==> config.mk <==
export PLATFORM = sky130hd
export DESIGN_NAME = clock_display_scan
export DESIGN_NICKNAME = d
export VERILOG_FILES = /design/src/rtl/clock_disp_pkg.sv /design/src/rtl/bin2bcd_60.sv /design/src/rtl/clock_display_scan.sv
export SDC_FILE = /design/constraint.sdc
export NUM_CORES = 1
export LEC_CHECK = 0
export BUFFER_PORTS_ARGS = -buffer_cell sky130_fd_sc_hd__buf_2
export CORE_ASPECT_RATIO = 0.9
export CORE_MARGIN = 8
export CORE_UTILIZATION = 46
export DETAILED_ROUTE_END_ITERATION = 8
export PLACE_DENSITY = 0.64
export SYNTH_ARGS = -nofsm -noshare
export SYNTH_HDL_FRONTEND = slang
export SYNTH_SLANG_ARGS = --single-unit
==> constraint.sdc <==
create_clock -name i_clk -period 4.95 [get_ports i_clk]
set_input_delay 0.495 -clock i_clk [delete_from_list [all_inputs] [get_ports i_clk]]
set_output_delay 0.495 -clock i_clk [all_outputs]
set_load 0.03 [all_outputs]
==> src/rtl/clock_disp_pkg.sv <==
// Shared constants for the multiplexed HH.MM.SS display: segment codes,
// edit-field encoding and digit scan positions.
package clock_disp_pkg;

  // Segment patterns {g,f,e,d,c,b,a}, active-high (common cathode)
  localparam logic [6:0] SEG_0    = 7'h3F;
  localparam logic [6:0] SEG_1    = 7'h06;
  localparam logic [6:0] SEG_2    = 7'h5B;
  localparam logic [6:0] SEG_3    = 7'h4F;
  localparam logic [6:0] SEG_4    = 7'h66;
  localparam logic [6:0] SEG_5    = 7'h6D;
  localparam logic [6:0] SEG_6    = 7'h7D;
  localparam logic [6:0] SEG_7    = 7'h07;
  localparam logic [6:0] SEG_8    = 7'h7F;
  localparam logic [6:0] SEG_9    = 7'h6F;
  localparam logic [6:0] SEG_DASH = 7'h40;
  localparam logic [6:0] SEG_OFF  = 7'h00;

  // Field under edit
  localparam logic [1:0] FIELD_SEC  = 2'd0;
  localparam logic [1:0] FIELD_MIN  = 2'd1;
  localparam logic [1:0] FIELD_HR   = 2'd2;
  localparam logic [1:0] FIELD_NONE = 2'd3;

  // Scan positions, rightmost digit first
  localparam logic [2:0] IDX_SEC_ONES = 3'd0;
  localparam logic [2:0] IDX_SEC_TENS = 3'd1;
  localparam logic [2:0] IDX_MIN_ONES = 3'd2;
  localparam logic [2:0] IDX_MIN_TENS = 3'd3;
  localparam logic [2:0] IDX_HR_ONES  = 3'd4;
  localparam logic [2:0] IDX_HR_TENS  = 3'd5;

  // Decimal digit to segment pattern; anything above 9 renders as a dash
  function automatic logic [6:0] seg_of(input logic [3:0] d);
    case (d)
      4'd0:    seg_of = SEG_0;
      4'd1:    seg_of = SEG_1;
      4'd2:    seg_of = SEG_2;
      4'd3:    seg_of = SEG_3;
      4'd4:    seg_of = SEG_4;
      4'd5:    seg_of = SEG_5;
      4'd6:    seg_of = SEG_6;
      4'd7:    seg_of = SEG_7;
      4'd8:    seg_of = SEG_8;
      4'd9:    seg_of = SEG_9;
      default: seg_of = SEG_DASH;
    endcase
  endfunction

endpackage

==> src/rtl/bin2bcd_60.sv <==
// Combinational 0..59 binary to two-digit BCD using compares and constant
// subtraction only. invalid flags values at or above LIMIT.
module bin2bcd_60 #(
  parameter int LIMIT = 60
) (
  input  logic [5:0] value,
  output logic [3:0] tens,
  output logic [3:0] ones,
  output logic       invalid
);

  // Pick the largest multiple of ten not exceeding value; the ones digit
  // only depends on the low nibble because the result is below 16.
  always_comb begin
    tens    = 4'd0;
    ones    = value[3:0];
    invalid = (value >= 6'(LIMIT));
    for (int k = 1; k <= 5; k++) begin
      if (value >= 6'(10 * k)) begin
        tens = 4'(k);
        ones = value[3:0] - 4'((10 * k) % 16);
      end
    end
  end

endmodule

==> src/rtl/clock_display_scan.sv <==
// Six-digit multiplexed HH.MM.SS driver. Time and edit state are captured
// once per frame so a scan never mixes old and new values; the edited field
// blinks while set mode is active.
module clock_display_scan
  import clock_disp_pkg::*;
#(
  parameter int SCAN_DIV  = 1000,
  parameter int BLINK_DIV = 25000000
) (
  input  logic       i_clk,
  input  logic       i_rstn,
  input  logic [4:0] i_hr,
  input  logic [5:0] i_min,
  input  logic [5:0] i_sec,
  input  logic       i_set,
  input  logic [1:0] i_field,
  output logic [6:0] o_seg,
  output logic       o_dp,
  output logic [5:0] o_digit_en
);

  localparam int SCAN_W  = (SCAN_DIV  > 1) ? $clog2(SCAN_DIV)  : 1;
  localparam int BLINK_W = (BLINK_DIV > 1) ? $clog2(BLINK_DIV) : 1;

  logic [SCAN_W-1:0]  scan_cnt;
  logic [2:0]         idx;
  logic [BLINK_W-1:0] blink_cnt;
  logic               blink_ph;
  logic               first;
  logic [4:0]         snap_hr;
  logic [5:0]         snap_min;
  logic [5:0]         snap_sec;
  logic               snap_set;
  logic [1:0]         snap_field;

  logic scan_wrap;
  logic frame_end;
  assign scan_wrap = (scan_cnt == SCAN_W'(SCAN_DIV - 1));
  assign frame_end = scan_wrap && (idx == IDX_HR_TENS);

  logic [3:0] hr_tens, hr_ones, min_tens, min_ones, sec_tens, sec_ones;
  logic       hr_bad, min_bad, sec_bad;

  bin2bcd_60 #(.LIMIT(24)) u_hr (
    .value({1'b0, snap_hr}), .tens(hr_tens), .ones(hr_ones), .invalid(hr_bad)
  );
  bin2bcd_60 #(.LIMIT(60)) u_min (
    .value(snap_min), .tens(min_tens), .ones(min_ones), .invalid(min_bad)
  );
  bin2bcd_60 #(.LIMIT(60)) u_sec (
    .value(snap_sec), .tens(sec_tens), .ones(sec_ones), .invalid(sec_bad)
  );

  // Digit dwell counter and digit position
  always_ff @(posedge i_clk or negedge i_rstn) begin
    if (!i_rstn) begin
      scan_cnt <= '0;
      idx      <= IDX_SEC_ONES;
    end else if (scan_wrap) begin
      scan_cnt <= '0;
      idx      <= (idx == IDX_HR_TENS) ? IDX_SEC_ONES : idx + 3'd1;
    end else begin
      scan_cnt <= scan_cnt + 1'b1;
    end
  end

  // Free-running blink timebase; phase flips every BLINK_DIV cycles
  always_ff @(posedge i_clk or negedge i_rstn) begin
    if (!i_rstn) begin
      blink_cnt <= '0;
      blink_ph  <= 1'b0;
    end else if (blink_cnt == BLINK_W'(BLINK_DIV - 1)) begin
      blink_cnt <= '0;
      blink_ph  <= ~blink_ph;
    end else begin
      blink_cnt <= blink_cnt + 1'b1;
    end
  end

  // Capture inputs on the first edge after reset and at every frame end
  always_ff @(posedge i_clk or negedge i_rstn) begin
    if (!i_rstn) begin
      first      <= 1'b1;
      snap_hr    <= '0;
      snap_min   <= '0;
      snap_sec   <= '0;
      snap_set   <= 1'b0;
      snap_field <= FIELD_SEC;
    end else begin
      first <= 1'b0;
      if (first || frame_end) begin
        snap_hr    <= i_hr;
        snap_min   <= i_min;
        snap_sec   <= i_sec;
        snap_set   <= i_set;
        snap_field <= i_field;
      end
    end
  end

  logic [3:0] digit;
  logic       digit_bad;
  logic [1:0] digit_field;
  logic       blank;
  logic [6:0] seg_next;
  logic       dp_next;
  logic [5:0] en_next;

  // Select the digit for the current position and apply dash/blink rules
  always_comb begin
    digit       = 4'd0;
    digit_bad   = 1'b0;
    digit_field = FIELD_NONE;
    case (idx)
      IDX_SEC_ONES: begin digit = sec_ones; digit_bad = sec_bad; digit_field = FIELD_SEC; end
      IDX_SEC_TENS: begin digit = sec_tens; digit_bad = sec_bad; digit_field = FIELD_SEC; end
      IDX_MIN_ONES: begin digit = min_ones; digit_bad = min_bad; digit_field = FIELD_MIN; end
      IDX_MIN_TENS: begin digit = min_tens; digit_bad = min_bad; digit_field = FIELD_MIN; end
      IDX_HR_ONES:  begin digit = hr_ones;  digit_bad = hr_bad;  digit_field = FIELD_HR;  end
      IDX_HR_TENS:  begin digit = hr_tens;  digit_bad = hr_bad;  digit_field = FIELD_HR;  end
      default: ;
    endcase
    blank = snap_set && blink_ph && (snap_field != FIELD_NONE) &&
            (snap_field == digit_field);
    if (blank)          seg_next = SEG_OFF;
    else if (digit_bad) seg_next = SEG_DASH;
    else                seg_next = seg_of(digit);
    dp_next = (idx == IDX_MIN_ONES) || (idx == IDX_HR_ONES);
    en_next = 6'd1 << idx;
  end

  // Registered display outputs, one cycle behind the scan position
  always_ff @(posedge i_clk or negedge i_rstn) begin
    if (!i_rstn) begin
      o_seg      <= SEG_OFF;
      o_dp       <= 1'b0;
      o_digit_en <= 6'b0;
    end else begin
      o_seg      <= seg_next;
      o_dp       <= dp_next;
      o_digit_en <= en_next;
    end
  end

endmodule

==> impl_metrics.csv <==
group,metric,value,unit
place,dp_hpwl,6.70,mm
layout,drive_above_1_share,18.5,%
die,die_w,119,um
logic_synthesis,ys_types,68,
place,place.gp.congestion,0.913,
logic_synthesis,syn_inst,437,
logic_synthesis,syn_area_per_cell,10.0,um^2
timing,setup_viol,0,
die,start_util,47.6,%
run,cap_violations,0,
setup_path,startpoint_type,"register",
cts,root_buffer,"clkbuf_8",
logic_synthesis,yosys-top-cells-area,"dfrtp_1 42%, ha_1 7.7%, mux2_2 5.1%",
timing,layout_setup_ws,1.53,ns
cts,htreeDepth,3,
cts,clk_path_buf_depth,2,
setup_path,ff2ff_path_depth,12,
setup_path,endpoint_kind,"register",
logic_synthesis,synth.most_common_cell,"dfrtp_1",
timing,slew_headroom,38.1,%
routing,drc,0,
place,postPlaceCellArea,4670,um^2
place,pre_cts_ws,1.57,ns
routing,wl_per_cell,15.6,um
timing,setup-tns-final,0,ns
cts,clk_pin_slew,0.09,ns
timing,finalHoldViolCount,0,
logic_synthesis,yosysSeqAreaShare,42.3,%
cts,cts_buffers,9,
global_routing,antenna_found_initial,0,
logic_synthesis,yosys_warnings,0,
logic_synthesis,ys_seq_elements,74,
pwr,leakage,2.16,nW
logic_synthesis,synth-edff-count,0,
timing,fin_crit_sh,69.0,%
pwr,vdd_drop_max,0.000145,V
logic_synthesis,async_flop_share,100,%
outcome,outcome,"finished clean",
setup_path,r2r_setup_slack,1.53,ns
logic_synthesis,synth_top_area_share,41.7,%
global_routing,grt-ovfl-total,0,
timing,final_max_slew_viol_count,0,
layout,area_growth,10.8,%
global_routing,grt_pass1_wl,16.0,mm
cts,ctsResizeCount,0,
timing,rsz0062_at_grt,"no",
global_routing,grt_usage,15.0,%
layout,final_nets,515,
timing,fin_crit,3.42,ns
layout,post-route-cell-area,4860,um^2
layout,n_antenna_cell,0,
logic_synthesis,synth.net_count,486,
cts,cts_hold_buffers,0,
global_routing,grt_pass1_vias,3284,
timing,fin_worst_skew,0.0140,ns
logic_synthesis,syn_area,4380,um^2
setup_path,worstPathArrival,3.66,ns
cts,clock_latency,0.35,ns
layout,final_util,52.8,%
die,num_io_pins,36,
routing,drt-total-wl,9.24,mm
global_routing,grt_start_max_net_pins,75,
setup_path,required,5.20,ns
pwr,p_per_area,310,nW/um^2
die,design.die.area,12900,um^2
routing,firstDrtPassIters,4,
die,rows,33,
cts,postCtsSetupBuffers,0,
timing,fmax,293,MHz
setup_path,reg2reg_to,"o_seg[3]",
logic_synthesis,synthTopCellsByCount,"73 x dfrtp_1, 34 x nand2_1, 34 x nor2_1",
routing,avgViaCountPerCell,5.54,
setup_path,crit_fanout,7,
logic_synthesis,synthFlopType,"dfrtp_1",
min_path,worstHoldPathType,"input port to async pin",
logic_synthesis,yosysTopAreaCell,"dfrtp_1",
die,core_area,9210,um^2
timing,worst_slew_pin_slew,0.928,ns
setup_path,r2r-start,"snap_min[2]",
routing,drt_iter0_markers,174,
setup_path,worstSetupPathType,"register to register",
cts,tritoncts,"built",
routing,vias,3285,
routing,ant_nets,0,
die,dieHeight,109,um
cts,cts_sinks,74,
place,port_buffers,35,
worst max-delay path by stage:
stage                 from       end  cells after the start
2_1_floorplan  snap_min[3]  o_seg[3]                     13
3_3_place_gp   snap_min[3]  o_seg[3]                     12
3_5_place_dp   snap_min[2]  o_seg[3]                     12
4_1_cts        snap_min[2]  o_seg[3]                     12
5_1_grt        snap_min[3]  o_seg[3]                     12
6_report       snap_min[2]  o_seg[3]                     12
where the power goes:
group	total (W)	switching, W	internal [W]
Sequential	0.000695	0.0000489	0.000646
Clock	0.000465	0.000231	0.000235
Combinational	0.000347	0.000214	0.000133
area by class of cell:
| type | count | area, um^2 |
|---|---|---|
| multi-input combinational | 325 | 2400 |
| clock buffer | 10 | 128 |
| timing repair buffer | 37 | 193 |
| sequential | 74 | 1850 |
| fill | 834 | 4350 |
| inverter | 19 | 71.3 |
| clock inverter | 6 | 65.1 |
| tap | 122 | 153 |
critical path, stage by stage, from the launching register on:
cell and delay [ns]:
dfrtp_1 0.46, inv_1 0.18, ha_1 0.28, nor3b_1 0.18, o31a_1 0.31, o311ai_2 0.36
xnor2_1 0.13, a221oi_2 0.36, a21oi_1 0.13, inv_1 0.14, ha_1 0.25, mux2_1 0.28
a211oi_1 0.26
logic make-up (layout without fill, tap and decap cells):
family	after synthesis	count (layout)	share of synthesized area (%)
other	1	1	0.0855
muxes	23	23	5.88
xor gates and xnor gates	35	35	6.99
adders and majority gates	27	27	7.71
and+or+nand+nor	155	155	18.6
AOI/OAI and AO/OA	84	84	15.1
DFF	74	74	42.3
buffers and inverters	38	72	3.31
layer usage:
layer	vias up	GRT usage (%)	share of wire, %
met5	-	0	0
met4	0	5.77	1.4
met3	11	3.31	4.2
met2	55	24.7	47
met1	1593	19.2	47
li1	1626	-	-
layout by cell type, fill, tap and decap left out, types with 9 or more instances in the layout:
master    Yosys  routed
xnor2_1      13      13
a21oi_1      17      16
xor2_1       22      22
clkbuf_8      0       9
dfrtp_1      73      73
nor2_1       34      34
nand2_1      34      34
inv_1        19      19
nor3_1       14      14
o21ai_0      13      13
nand3_1      15      15
buf_2         2      34
mux2_2       20      20
ha_1         27      27
state kept, by name (all words and copies together), names as in the netlist, 3 cells and up:
name	flops
idx	3
snap_min	6
o_digit_en	6
snap_sec	6
snap_hr	5
blink_cnt	25
o_seg	7
scan_cnt	10
through the flow:
| stage | power [W] | cells | hold slack, ns |
|---|---|---|---|
| final | 0.00151 | 593 | 0.281 |
| after global placement | 0.00105 | 577 | 0.447 |
| after detailed placement | 0.00106 | 577 | 0.457 |
| after floorplan | 0.000950 | 437 | 0.199 |
| after CTS | 0.00153 | 593 | 0.301 |
| after global routing | 0.00159 | 593 | 0.353 |
(Power assumes the default switching activity.)
